`src/rtl/mem_stage_access_unit_if.sv`:
```
// mem_stage_access_unit_if: data-cache port between the MEM-stage sequencer and the D-cache.
interface mem_stage_access_unit_if;
    logic        dmem_read;
    logic        dmem_write;
    logic [15:0] dmem_address;
    logic [15:0] dmem_wdata;
    logic [1:0]  dmem_byte_enable;
    logic [15:0] dmem_rdata;
    logic        dmem_resp;
    modport master (
        output dmem_read, dmem_write, dmem_address, dmem_wdata, dmem_byte_enable,
        input  dmem_rdata, dmem_resp
    );
    modport slave (
        input  dmem_read, dmem_write, dmem_address, dmem_wdata, dmem_byte_enable,
        output dmem_rdata, dmem_resp
    );
endinterface

```
`src/rtl/mem_stage_access_unit.sv`:
```
// mem_stage_access_unit: MEM-stage sequencer for word/byte loads, stores and LDI/STI indirection.
module mem_stage_access_unit (
    input  logic                           clk,
    input  logic                           rst_n,
    input  logic                           mem_read,
    input  logic                           mem_write,
    input  logic                           is_ldi,
    input  logic                           is_sti,
    input  logic                           is_ldb_stb,
    input  logic [15:0]                    addr,
    input  logic [15:0]                    wdata,
    input  logic [1:0]                     mem_byte_enable,
    input  logic                           ext_stall,
    mem_stage_access_unit_if.master        dmem,
    output logic [15:0]                    mem_rdata,
    output logic                           mem_stall
);
    typedef enum logic [1:0] {IDLE, IND_RD, ACCESS} state_t;
    state_t      state;
    logic [15:0] ptr;
    logic [15:0] rdata_q;
    logic        done;
    logic        req;
    logic        ind;
    logic        in_ind;
    logic        in_acc;
    logic        rd_done;
    logic [15:0] ea;
    logic [15:0] ld_val;
    always_comb begin
        req     = mem_read | mem_write;
        ind     = is_ldi | is_sti;
        in_ind  = state == IND_RD;
        in_acc  = state == ACCESS;
        ea      = ind ? ptr : addr;
        ld_val  = is_ldb_stb ? {8'h00, ea[0] ? dmem.dmem_rdata[15:8] : dmem.dmem_rdata[7:0]} : dmem.dmem_rdata;
        rd_done = in_acc & dmem.dmem_resp & mem_read;
        mem_rdata = rd_done ? ld_val : rdata_q;
        // gated by rst_n so a request held through reset cannot raise a stall
        mem_stall = rst_n & (in_ind | (in_acc & ~dmem.dmem_resp) | (state == IDLE & req & ~done));
        dmem.dmem_read  = in_ind | (in_acc & mem_read);
        dmem.dmem_write = in_acc & mem_write & ~mem_read;
        dmem.dmem_address = in_ind ? {addr[15:1], 1'b0} : in_acc ? {ea[15:1], 1'b0} : 16'h0000;
        dmem.dmem_byte_enable = in_ind ? 2'b11 :
                                in_acc ? (is_ldb_stb ? (ea[0] ? 2'b10 : 2'b01) : mem_byte_enable) : 2'b00;
        dmem.dmem_wdata = in_acc ? (is_ldb_stb ? {wdata[7:0], wdata[7:0]} : wdata) : 16'h0000;
    end
    always_ff @(posedge clk or negedge rst_n) begin
        if (!rst_n) begin
            state   <= IDLE;
            ptr     <= 16'h0000;
            rdata_q <= 16'h0000;
            done    <= 1'b0;
        end else begin
            case (state)
                IDLE:    if (req & ~done) state <= ind ? IND_RD : ACCESS;
                IND_RD:  if (dmem.dmem_resp) begin
                             ptr   <= dmem.dmem_rdata;
                             state <= ACCESS;
                         end
                ACCESS:  if (dmem.dmem_resp) begin
                             state <= IDLE;
                             if (mem_read) rdata_q <= ld_val;
                         end
                default: state <= IDLE;
            endcase
            // done marks an instruction serviced while EX/MEM is frozen by someone else
            if (in_acc & dmem.dmem_resp & ext_stall) done <= 1'b1;
            else if (~ext_stall & ~mem_stall) done <= 1'b0;
        end
    end
endmodule

```
`src/flat_wrapper.sv`:
```
// flat-port wrapper written by rule: the top's interface ports become plain ports
module mem_stage_access_unit_flat 
  (clk, rst_n, mem_read, mem_write, is_ldi, is_sti, is_ldb_stb, addr, wdata, mem_byte_enable, ext_stall, mem_rdata, mem_stall, dmem_dmem_read, dmem_dmem_write, dmem_dmem_address, dmem_dmem_wdata, dmem_dmem_byte_enable, dmem_dmem_rdata, dmem_dmem_resp);
  mem_stage_access_unit_if dmem_i ();
  input  logic clk;
  input  logic rst_n;
  input  logic mem_read;
  input  logic mem_write;
  input  logic is_ldi;
  input  logic is_sti;
  input  logic is_ldb_stb;
  input  logic [15:0] addr;
  input  logic [15:0] wdata;
  input  logic [1:0] mem_byte_enable;
  input  logic ext_stall;
  output logic [15:0] mem_rdata;
  output logic mem_stall;
  output wire logic [$bits(dmem_i.dmem_read)-1:0] dmem_dmem_read;
  output wire logic [$bits(dmem_i.dmem_write)-1:0] dmem_dmem_write;
  output wire logic [$bits(dmem_i.dmem_address)-1:0] dmem_dmem_address;
  output wire logic [$bits(dmem_i.dmem_wdata)-1:0] dmem_dmem_wdata;
  output wire logic [$bits(dmem_i.dmem_byte_enable)-1:0] dmem_dmem_byte_enable;
  input wire logic [$bits(dmem_i.dmem_rdata)-1:0] dmem_dmem_rdata;
  input wire logic [$bits(dmem_i.dmem_resp)-1:0] dmem_dmem_resp;
  assign dmem_dmem_read = dmem_i.dmem_read;
  assign dmem_dmem_write = dmem_i.dmem_write;
  assign dmem_dmem_address = dmem_i.dmem_address;
  assign dmem_dmem_wdata = dmem_i.dmem_wdata;
  assign dmem_dmem_byte_enable = dmem_i.dmem_byte_enable;
  assign dmem_i.dmem_rdata = dmem_dmem_rdata;
  assign dmem_i.dmem_resp = dmem_dmem_resp;
  mem_stage_access_unit u_core (.clk(clk), .rst_n(rst_n), .mem_read(mem_read), .mem_write(mem_write), .is_ldi(is_ldi), .is_sti(is_sti), .is_ldb_stb(is_ldb_stb), .addr(addr), .wdata(wdata), .mem_byte_enable(mem_byte_enable), .ext_stall(ext_stall), .dmem(dmem_i), .mem_rdata(mem_rdata), .mem_stall(mem_stall));
endmodule
```
`config.mk`:
```
export PLATFORM = sky130hd
export DESIGN_NAME = mem_stage_access_unit_flat
export DESIGN_NICKNAME = d
export VERILOG_FILES = /design/src/rtl/mem_stage_access_unit_if.sv /design/src/rtl/mem_stage_access_unit.sv /design/src/flat_wrapper.sv
export SDC_FILE = /design/constraint.sdc
export NUM_CORES = 1
export LEC_CHECK = 0
export BUFFER_PORTS_ARGS = -buffer_cell sky130_fd_sc_hd__buf_2
export CORE_UTILIZATION = 49
export CTS_BUF_LIST = sky130_fd_sc_hd__clkbuf_16
export DETAILED_ROUTE_END_ITERATION = 10
export HOLD_SLACK_MARGIN = 0.02
export PLACE_DENSITY = 0.95
export SETUP_SLACK_MARGIN = 0.05
export SLEW_MARGIN = 40
export SYNTH_ARGS = -nofsm -noshare
export SYNTH_HDL_FRONTEND = slang
export SYNTH_SLANG_ARGS = --single-unit
```
`constraint.sdc`:
```
create_clock -name clk -period 4.1 [get_ports clk]
set_input_delay 0.205 -clock clk [delete_from_list [all_inputs] [get_ports clk]]
set_output_delay 0.205 -clock clk [all_outputs]
set_load 0.05 [all_outputs]
```
==> metrics.txt <==
status=finished clean; peak supply drop=~0.66 mV; Worst Tran Pin Value=between 0.6 and 0.7 ns; routed wire length=approximately 5600 um; Synth top area share=0.4086; ranking of synthesized cells by area=dfrtp_1, mux2_4, a22o_1, nand2_1, a31oi_1; syn_area_per_cell=slightly below 10 um2; Placed Instances=362; via count=2064; GRT Total Usage=0.2560; clk_lat worst skew=around 0.27 ns; Iter 0 DRT Violations=92; clock buffer count from CTS=5; # setup viols final=0; register area share after synthesis=0.4086; initial antenna violation count=0; Layout area overhead=31.23%; gp weighted congestion=between 0.8 and 0.9; number of flops mapped to enable cells by yosys=0; vias in the first global route=just under 2k; synthesized net count=277; Critical Path Start Type=flip-flop; post-route ant nets=0; fin crit share=0.6334; worst min path class=in2reg; hpwl dp=4228 um; Die ar.=4642 um2; Pwr per Cell Area=931.4 nW/um2; static leakage power=1.542 nW; Post-Place Worst Slack=1.789 ns; port bufs=110; worst setup slack after layout=1.503 ns; CTS hold repair buffers=0; Async S/R FF share, synth=1.000; Final Cell Area=2813 um2; hold slack=0.1809 ns; largest net degree at the start of global routing=39; final net count=around 380; Wirelength per Cell=~15 um; Setup crit end kind=output port; post-cts resize count=0; post-CTS setup buffers=0; RSZ-0062 raised after global routing=no; post-synth cell types=42; clock-pin slew on the worst setup and hold paths=0.05 ns; crit path max fanout=15; Yosys top cell by area=dfrtp_1; final total power=2.620 mW; post-synthesis cell count=218; IO Pins=about 110; Rows=23; Clock Path Buffers=2; Ys Warns=0; Seq cells post-synth=35; DIE WIDTH=68.14 um; CTS tree=done; Max Cap Violations=0; setup TNS=0 ns; GRT Residual Overflow=0; f_max=between 300 and 400 MHz; worst endpoint data arrival time=between 2 and 2.5 ns; DRT Pass-1 Iters=4; Clock Sinks=35; CORE AREA=4086 um2; ANT cells=0; Slew Limit Fails=0; Final Non-Filler Cells=approximately 370; drt drc=0; final setup skew=0.004769 ns; Post-DP Area=2659 um2; Fin. Hold Viols=0; Clock H-tree levels=2; die height=just under 70 um; Mapped Area=2143 um2; effective utilization at floorplan=0.5245; global-route wire length before repair=8783 um; Root Buffer=clkbuf_16; crit path time final=2.597 ns; vias per cell=5.563; Slew headroom=0.5704; Post-synth top flop=dfrtp_1; layout cells sized above 1=0.4361; critical path required time=3.89 ns; Crit Path Category=reg2out; final core utilization=0.6883
sequential cells by signal (all words and copies together) (netlist names):
| signal | count |
|---|---|
| u_core.done | 1 |
| u_core.ptr | 16 |
| u_core.rdata_q | 16 |
| u_core.state | 2 |
metal layers:
metal / global-route usage / routed length, um / vias to the layer above
met3: 0.05333 / 384 / 5
met4: 0.05469 / 32 / 0
li1: - / - / 999
met2: 0.4608 / 2880 / 101
met1: 0.3104 / 2293 / 959
met5: 0 / 0 / -
kinds of logic (layout without fill, tap and decap cells):
logic type,count (synthesis),in the layout,synth area share
simple gates,86,86,0.2172
flops,35,35,0.4086
buf+inv,18,121,0.05079
compound gates,54,54,0.1827
mux,24,24,0.1389
other cells,1,1,0.001750
layout make-up:
class	count	area, um2
clock inverters	3	16.27
fillers	341	1274
clock buffers	5	125.1
repair buffers	111	563.0
well taps	50	62.56
flip-flops and latches	35	875.8
inverters	2	7.507
multi-input cells	165	1162
where the power goes:
group / internal [mW] / switching (mW)
Sequential: 0.511 / 0.0957
Clock: 0.221 / 0.138
Combinational: 0.464 / 1.19
synth_stat cells, types with 2 or more instances:
cell type,instances
o21ai_0,3
a21oi_1,4
buf_4,4
a22o_1,15
mux2_4,10
o211ai_1,8
mux2i_1,8
o21a_1,2
and2_1,8
nand3b_1,8
mux2_2,6
buf_2,8
dfrtp_1,35
inv_1,2
clkbuf_1,3
a31oi_1,16
nand2_1,27
or2b_1,2
nand3_1,8
nor2_1,19
cells in the final DEF (no fill, tap or decap), drive strengths merged, types with 2 or more instances in the layout:
cell      n
and2      8
mux2     16
o211ai    9
buf     110
o21ai     3
nor2b     2
nand3     8
inv       3
clkbuf    5
nand2    28
dfrtp    35
nor2     19
a22o     15
a31oi    16
nand2b    2
or2b      2
nor3b     2
nand3b    8
o21a      2
mux2i     8
a21oi     4
path summary, 6_finish.rpt:
| kind | from | end | slack (ns) | cells after the start |
|---|---|---|---|---|
| setup / recovery | u_core.state[1] | dmem_dmem_address[14] | 1.50 | 4 |
| hold / removal | dmem_dmem_rdata[7] | u_core.ptr[7] | 0.18 | 2 |
| setup reg to reg | u_core.state[1] | u_core.rdata_q[2] | 2.47 | 3 |
| hold reg to reg | u_core.rdata_q[14] | u_core.rdata_q[14] | 0.46 | 2 |
| max in group asynchronous | rst_n | u_core.ptr[10] | 3.35 | 2 |
| min in group asynchronous | rst_n | u_core.state[0] | 0.41 | 2 |
worst max-delay path, cell delays in order, from the launching register on:
cell and delay, ns:
dfrtp_1 0.55, nor2b_1 0.59, a21o_1 0.49, a22o_1 0.22, buf_2 0.26
Power figures use the tool's default switching activity.
